==> src/rtl/simmem_rsv_requester_pkg.sv <==
// Shared types and constants for the simmem response-bank reservation path.
//
// Contents:
//   - Default AXI field widths, reused by blocks that are not parameterised
//   - req_type_e       : which AXI request channel an instance serves (AR or AW)
//   - rsv_req_state_e  : states of the reservation requester FSM
//   - axi_addr_req_t   : address request payload at the default widths
//   - sat_inc32        : saturating 32-bit increment for statistics counters
package simmem_rsv_requester_pkg;

  localparam int unsigned DefNumIds    = 4;
  localparam int unsigned DefIdW       = 2;
  localparam int unsigned DefAddrW     = 32;
  localparam int unsigned DefBurstLenW = 8;
  localparam int unsigned DefIidW      = 5;

  typedef enum logic {
    REQ_RD = 1'b0,
    REQ_WR = 1'b1
  } req_type_e;

  typedef enum logic [1:0] {
    RSV_IDLE,
    RSV_RSV,
    RSV_FORK
  } rsv_req_state_e;

  typedef struct packed {
    logic [DefIdW-1:0]       id;
    logic [DefAddrW-1:0]     addr;
    logic [DefBurstLenW-1:0] burst_len;
  } axi_addr_req_t;

  // Holds at all-ones instead of wrapping back to zero.
  function automatic logic [31:0] sat_inc32(input logic [31:0] value);
    return (value == 32'hffff_ffff) ? value : value + 32'd1;
  endfunction

endpackage

==> src/rtl/simmem_valid_fork.sv <==
// Two-way valid fork with per-branch done flags.
//
// While valid_i is high, each branch presents its valid until that branch has
// handshaked once. done_o pulses in the cycle the last outstanding handshake
// completes (possibly both at once), and both done flags clear at that point
// so the fork is ready for the next transaction.
//
// Ports:
//   clk_i, rst_i          clock, synchronous active-high reset
//   valid_i               upstream transaction present
//   a_valid_o, a_ready_i  branch A handshake
//   b_valid_o, b_ready_i  branch B handshake
//   done_o                both branches served; upstream may advance
module simmem_valid_fork (
  input  logic clk_i,
  input  logic rst_i,
  input  logic valid_i,
  output logic a_valid_o,
  input  logic a_ready_i,
  output logic b_valid_o,
  input  logic b_ready_i,
  output logic done_o
);

  logic a_done_q, a_done_d;
  logic b_done_q, b_done_d;
  logic a_hs, b_hs;

  always_comb begin
    a_valid_o = valid_i & ~a_done_q;
    b_valid_o = valid_i & ~b_done_q;
    a_hs      = a_valid_o & a_ready_i;
    b_hs      = b_valid_o & b_ready_i;
    done_o    = valid_i & (a_done_q | a_hs) & (b_done_q | b_hs);

    a_done_d = a_done_q | a_hs;
    b_done_d = b_done_q | b_hs;
    if (done_o) begin
      a_done_d = 1'b0;
      b_done_d = 1'b0;
    end
  end

  always_ff @(posedge clk_i) begin
    if (rst_i) begin
      a_done_q <= 1'b0;
      b_done_q <= 1'b0;
    end else begin
      a_done_q <= a_done_d;
      b_done_q <= b_done_d;
    end
  end

endmodule

==> src/rtl/simmem_rsv_requester.sv <==
// Request-side initiator of the response-bank reservation interface for one
// AXI request channel (AR when ReqType=0, AW when ReqType=1).
//
// Flow: accept an address request (IDLE), reserve a bank slot and capture the
// returned internal identifier (RSV), then hand the request to the real memory
// controller and the delay calculator in parallel (FORK). Write instances
// reserve a single response slot, so their reserved burst length is forced to 0.
//
// Ports:
//   clk_i, rst_i                  clock, synchronous active-high reset
//   req_*                         incoming address request (valid/ready)
//   rsv_req_id_onehot_o,
//   rsv_burst_len_o, rsv_*        reservation request to the response bank;
//                                 rsv_iid_i is valid with rsv_ready_i
//   mem_*                         request forwarded to the real memory controller
//   dc_*                          entry forwarded to the delay calculator
//   stat_accepted_o               (SIMMEM_RSV_REQUESTER_STATS_EN) accepted requests
//   stat_rsv_stall_o              (SIMMEM_RSV_REQUESTER_STATS_EN) RSV stall cycles
//
// Build option: define SIMMEM_RSV_REQUESTER_STATS_EN to add the two saturating
// 32-bit statistics counters and their ports.
module simmem_rsv_requester
  import simmem_rsv_requester_pkg::*;
#(
  parameter int unsigned ReqType   = 0,
  parameter int unsigned NumIds    = 4,
  parameter int unsigned IdW       = 2,
  parameter int unsigned AddrW     = 32,
  parameter int unsigned BurstLenW = 8,
  parameter int unsigned IidW      = 5
) (
  input  logic                 clk_i,
  input  logic                 rst_i,

  input  logic [IdW-1:0]       req_id_i,
  input  logic [AddrW-1:0]     req_addr_i,
  input  logic [BurstLenW-1:0] req_burst_len_i,
  input  logic                 req_valid_i,
  output logic                 req_ready_o,

  output logic [NumIds-1:0]    rsv_req_id_onehot_o,
  output logic [BurstLenW-1:0] rsv_burst_len_o,
  output logic                 rsv_valid_o,
  input  logic                 rsv_ready_i,
  input  logic [IidW-1:0]      rsv_iid_i,

  output logic [IdW-1:0]       mem_id_o,
  output logic [AddrW-1:0]     mem_addr_o,
  output logic [BurstLenW-1:0] mem_burst_len_o,
  output logic                 mem_valid_o,
  input  logic                 mem_ready_i,

  output logic [IidW-1:0]      dc_iid_o,
  output logic [AddrW-1:0]     dc_addr_o,
  output logic [BurstLenW-1:0] dc_burst_len_o,
  output logic                 dc_valid_o,
  input  logic                 dc_ready_i
`ifdef SIMMEM_RSV_REQUESTER_STATS_EN
  ,
  output logic [31:0]          stat_accepted_o,
  output logic [31:0]          stat_rsv_stall_o
`endif
);

  localparam req_type_e ReqKind = (ReqType == 0) ? REQ_RD : REQ_WR;
  localparam bit IsWr = (ReqKind == REQ_WR);
  // One extra bit so NumIds == 2**IdW is representable for the range check.
  localparam logic [IdW:0] NumIdsW = (IdW + 1)'(NumIds);

  typedef struct packed {
    logic [IdW-1:0]       id;
    logic [AddrW-1:0]     addr;
    logic [BurstLenW-1:0] burst_len;
  } req_t;

  rsv_req_state_e state_q;
  req_t           req_q;
  logic [IidW-1:0] iid_q;

  logic accept;
  logic fork_valid;
  logic fork_done;

  ////////////////////
  // Control decode //
  ////////////////////

  // Handshake outputs depend only on state_q and rst_i, so there is no
  // combinational path from any downstream ready to req_ready_o.
  always_comb begin
    req_ready_o = ~rst_i & (state_q == RSV_IDLE);
    rsv_valid_o = ~rst_i & (state_q == RSV_RSV);
    fork_valid  = ~rst_i & (state_q == RSV_FORK);
    accept      = req_valid_i & req_ready_o;
  end

  /////////
  // FSM //
  /////////

  always_ff @(posedge clk_i) begin
    if (rst_i) begin
      state_q <= RSV_IDLE;
      req_q   <= '0;
      iid_q   <= '0;
    end else begin
      unique case (state_q)
        RSV_IDLE: begin
          if (req_valid_i) begin
            req_q.id        <= req_id_i;
            req_q.addr      <= req_addr_i;
            req_q.burst_len <= req_burst_len_i;
            state_q         <= RSV_RSV;
          end
        end
        // Waits as long as the bank is full; there is deliberately no timeout.
        RSV_RSV: begin
          if (rsv_ready_i) begin
            iid_q   <= rsv_iid_i;
            state_q <= RSV_FORK;
          end
        end
        RSV_FORK: begin
          if (fork_done) begin
            state_q <= RSV_IDLE;
          end
        end
        default: state_q <= RSV_IDLE;
      endcase
    end
  end

  //////////////////////
  // Reservation side //
  //////////////////////

  // An out-of-range id matches no bit, leaving the one-hot vector all zeros.
  always_comb begin
    rsv_req_id_onehot_o = '0;
    for (int unsigned i = 0; i < NumIds; i++) begin
      rsv_req_id_onehot_o[i] = (req_q.id == IdW'(i));
    end
  end

  // Writes produce a single response, so only one bank slot is reserved.
  assign rsv_burst_len_o = IsWr ? '0 : req_q.burst_len;

  ///////////////////////
  // Fork to mem / dc  //
  ///////////////////////

  simmem_valid_fork u_fork (
    .clk_i     (clk_i),
    .rst_i     (rst_i),
    .valid_i   (fork_valid),
    .a_valid_o (mem_valid_o),
    .a_ready_i (mem_ready_i),
    .b_valid_o (dc_valid_o),
    .b_ready_i (dc_ready_i),
    .done_o    (fork_done)
  );

  assign mem_id_o        = req_q.id;
  assign mem_addr_o      = req_q.addr;
  assign mem_burst_len_o = req_q.burst_len;

  assign dc_iid_o        = iid_q;
  assign dc_addr_o       = req_q.addr;
  assign dc_burst_len_o  = IsWr ? '0 : req_q.burst_len;

  ////////////////
  // Assertions //
  ////////////////

  id_in_range_a: assert property (@(posedge clk_i) disable iff (rst_i)
    accept |-> ({1'b0, req_id_i} < NumIdsW));

  ////////////////
  // Statistics //
  ////////////////

`ifdef SIMMEM_RSV_REQUESTER_STATS_EN
  logic [31:0] stat_accepted_q;
  logic [31:0] stat_rsv_stall_q;

  always_ff @(posedge clk_i) begin
    if (rst_i) begin
      stat_accepted_q  <= '0;
      stat_rsv_stall_q <= '0;
    end else begin
      if (accept) begin
        stat_accepted_q <= sat_inc32(stat_accepted_q);
      end
      if (rsv_valid_o && !rsv_ready_i) begin
        stat_rsv_stall_q <= sat_inc32(stat_rsv_stall_q);
      end
    end
  end

  assign stat_accepted_o  = stat_accepted_q;
  assign stat_rsv_stall_o = stat_rsv_stall_q;
`endif

endmodule

==> config.mk <==
export PLATFORM = sky130hd
export DESIGN_NAME = simmem_rsv_requester
export DESIGN_NICKNAME = d
export VERILOG_FILES = /design/src/rtl/simmem_rsv_requester_pkg.sv /design/src/rtl/simmem_valid_fork.sv /design/src/rtl/simmem_rsv_requester.sv
export SDC_FILE = /design/constraint.sdc
export NUM_CORES = 1
export LEC_CHECK = 0
export ABC_AREA = 1
export CORE_ASPECT_RATIO = 1.1
export CORE_MARGIN = 8
export CORE_UTILIZATION = 35
export DETAILED_ROUTE_END_ITERATION = 16
export GPL_ROUTABILITY_DRIVEN = 1
export GPL_TIMING_DRIVEN = 0
export PLACE_DENSITY = 0.76
export SKIP_CTS_REPAIR_TIMING = 1
export SYNTH_ARGS = -nofsm -noshare
export SYNTH_HDL_FRONTEND = slang
export SYNTH_HIERARCHICAL = 1
export SYNTH_SLANG_ARGS = --single-unit
==> constraint.sdc <==
create_clock -name clk_i -period 1.6 [get_ports clk_i]
set_input_delay 0.24 -clock clk_i [delete_from_list [all_inputs] [get_ports clk_i]]
set_output_delay 0.24 -clock clk_i [all_outputs]
set_load 0.05 [all_outputs]
==> impl_metrics.env <==
export IMPL_vias_per_cell=4.393
export IMPL_wire_per_inst_um=13.47
export IMPL_avgSynthCellArea_sq_um=6.762
export IMPL_finalInstanceArea_sq_um=4695
export IMPL_ys_ff_latch=51
export IMPL_nFillCells=640
export IMPL_die_w_um=99.40
export IMPL_grt_pass1_wl_um=13110
export IMPL_globalplace_congestion=0.7061
export IMPL_grt_antenna_before_repair=0
export IMPL_finalMaxSlewViolations=0
export IMPL_cts_buffers_inserted=5
export IMPL_p_leak_uw=0.003592
export IMPL_clock_skew_ns=0.005578
export IMPL_rows=33
export IMPL_first_global_vias=2703
export IMPL_initial_core_util_pct=36.03
export IMPL_netlist_instances=396
export IMPL_finalWirelength_um=8701
export IMPL_die_y_um=107.7
export IMPL_tightestPinTransition_ns=0.5471
export IMPL_setup_ws_ns=0.03935
export IMPL_fp_coreArea_sq_um=7432
export IMPL_arrival_ns=1.32
export IMPL_detail_route_antenna_nets=0
export IMPL_cts_tree="done"
export IMPL_cap_viol_max_count=0
export IMPL_cp_start_kind="register"
export IMPL_vias=2838
export IMPL_hp_class="input pin to register"
export IMPL_period_needed_ns=1.561
export IMPL_die_area_sq_um=10710
export IMPL_hold_viol=0
export IMPL_crit_path_max_incr_delay_ns=0.37
export IMPL_drtIter0Drc=87
export IMPL_worstSkewPairLatency_ns=0.29
export IMPL_clkTransAtPathRegs_ns=0.09
export IMPL_yosysWarnings=6
export IMPL_place_area_sq_um=4333
export IMPL_dp_hpwl_um=6679
export IMPL_diodes=0
export IMPL_drc=0
export IMPL_path_common_cell="inv_2"
export IMPL_worstSetupPathType="register to output pin"
export IMPL_worstPathRequired_ns=1.36
export IMPL_syn2layout_area_growth_pct=75.33
export IMPL_grt_start_max_net_pins=15
export IMPL_io_pins=156
export IMPL_syn_area_sq_um=2678
export IMPL_dp_slack_ns=-0.9779
export IMPL_grtUsageTotal_pct=14.88
export IMPL_slowest_stage="dfxtp_4"
export IMPL_ir_drop_v=0.0003800
export IMPL_firstDrtPassIters=4
export IMPL_cts_sinks=51
export IMPL_max_slew_margin_pct=63.47
export IMPL_port_buffers=154
export IMPL_grt_setup_unrepaired="yes"
export IMPL_status="complete, no violations"
export IMPL_globalRoute_totalOverflow=0
export IMPL_end_kind="output pin"
export IMPL_seq_area_frac_synth_pct=38.13
export IMPL_crit_chain="inv_2 -> nor3_4 -> inv_2 -> nor2_2 -> buf_6"
export IMPL_nets=612
export IMPL_setup_violations_final=0
export IMPL_drive_above_1_share_pct=17.17
export IMPL_period_share_pct=97.54
export IMPL_syn_nets=449
export IMPL_power_density_nw_per_um2=898.1
export IMPL_max_freq_mhz=640.8
export IMPL_root_buffer="clkbuf_8"
export IMPL_clk_path_buf_depth=2
export IMPL_synth_distinct_cells=15
export IMPL_cts_htree_levels=2
export IMPL_critPathMaxFanout=4
## sequential cells by signal (all words and copies together) (netlist names)
register,count
dc_iid_o,5
u_fork/a_done_q,1
mem_id_o,2
u_fork/b_done_q,1
state_q,2
dc_burst_len_o,8
dc_addr_o,32
## power by group
part           switching, uW  leakage [uW]  internal (uW)  total [uW]
Clock                    392     0.0000470            340         732
Combinational           1250       0.00312            753        2000
Sequential              99.8      0.000423           1380        1480
Total                   1740       0.00359           2480        4220
## cells by family after synthesis
kind of cell / synth area share [%]
buffers and inverters: 27.15
AO/OA/AOI/OAI: 8.224
AND/OR/NAND/NOR: 26.50
flip-flops: 38.13
## through the flow
step / hold slack (ns) / power [uW] / util [%] / setup TNS, ns / std cells
2_1_floorplan: 0.3091 / 2855 / - / -0.6359 / 396
3_3_place_gp: 0.4895 / 3520 / 58.30 / -3.368 / 637
3_5_place_dp: 0.4999 / 3548 / 58.30 / -3.667 / 637
4_1_cts: 0.3231 / 4290 / 59.48 / -22.78 / 644
5_1_grt: 0.3301 / 4437 / 63.17 / -0.09810 / 646
6_report: 0.3031 / 4216 / 63.17 / 0 / 646
## cell usage after synthesis, drive strengths merged
cell / count / share of area (%)
nand2: 60 / 8.6
buf: 69 / 18
clkbuf: 3 / 0.42
nor3: 3 / 0.56
nand3: 45 / 8.4
inv: 60 / 8.4
nand3b: 2 / 0.56
dfxtp: 51 / 38
nor2: 59 / 8.4
a21oi: 44 / 8.2
## critical path: cells and delay by family, from the launching register on
family | cells | cell delay (ns)
buf+inv | 3 | 0.31
simple gates | 2 | 0.35
flops | 1 | 0.37
## layout make-up
| type | count | area [sq um] | share of cell area [%] |
|---|---|---|---|
| flip-flops and latches | 51 | 1026 | 21.85 |
| plain buffers | 72 | 501.7 | 10.69 |
| repair buffers | 156 | 1789 | 38.11 |
| clock inverters | 1 | 5.005 | 0.1066 |
| multi-input cells | 213 | 955.9 | 20.36 |
| clock buffers | 6 | 82.58 | 1.759 |
| well taps | 87 | 108.9 | 2.319 |
| inverters | 60 | 225.2 | 4.797 |
## placed cells by master, fill, tap and decap left out, drive strengths merged
cell / synthesis / layout
dlymetal6s2s: 0 / 97
buf: 69 / 73
nand2: 60 / 60
inv: 60 / 60
nor2: 59 / 59
dfxtp: 51 / 51
clkdlybuf4s50: 0 / 50
nand3: 45 / 45
a21oi: 44 / 44
clkbuf: 3 / 14
nor3: 3 / 3
nand3b: 2 / 2
clkinv: 0 / 1
## metal layers
metal  vias up  GRT usage [%]  part of all wire, %
li1       1484              -                    -
met1      1235          15.92                   40
met2       110          26.60                   51
met3         9          6.274                  9.0
met4         0          3.247                 0.87
met5         -              0                    0
## worst paths after layout
kind	from	endpoint	slack (ns)	cells past startpoint
setup reg to reg	state_q[1]$_SDFFE_PP0P_	state_q[0]$_SDFFE_PP0P_	0.28	6
hold reg to reg	dc_addr_o[0]$_SDFFE_PP0P_	dc_addr_o[0]$_SDFFE_PP0P_	0.51	2
setup / recovery	state_q[1]$_SDFFE_PP0P_	mem_valid_o	0.04	5
hold / removal	rst_i	state_q[1]$_SDFFE_PP0P_	0.30	2
No activity file was read; power rests on OpenSTA's default activity.
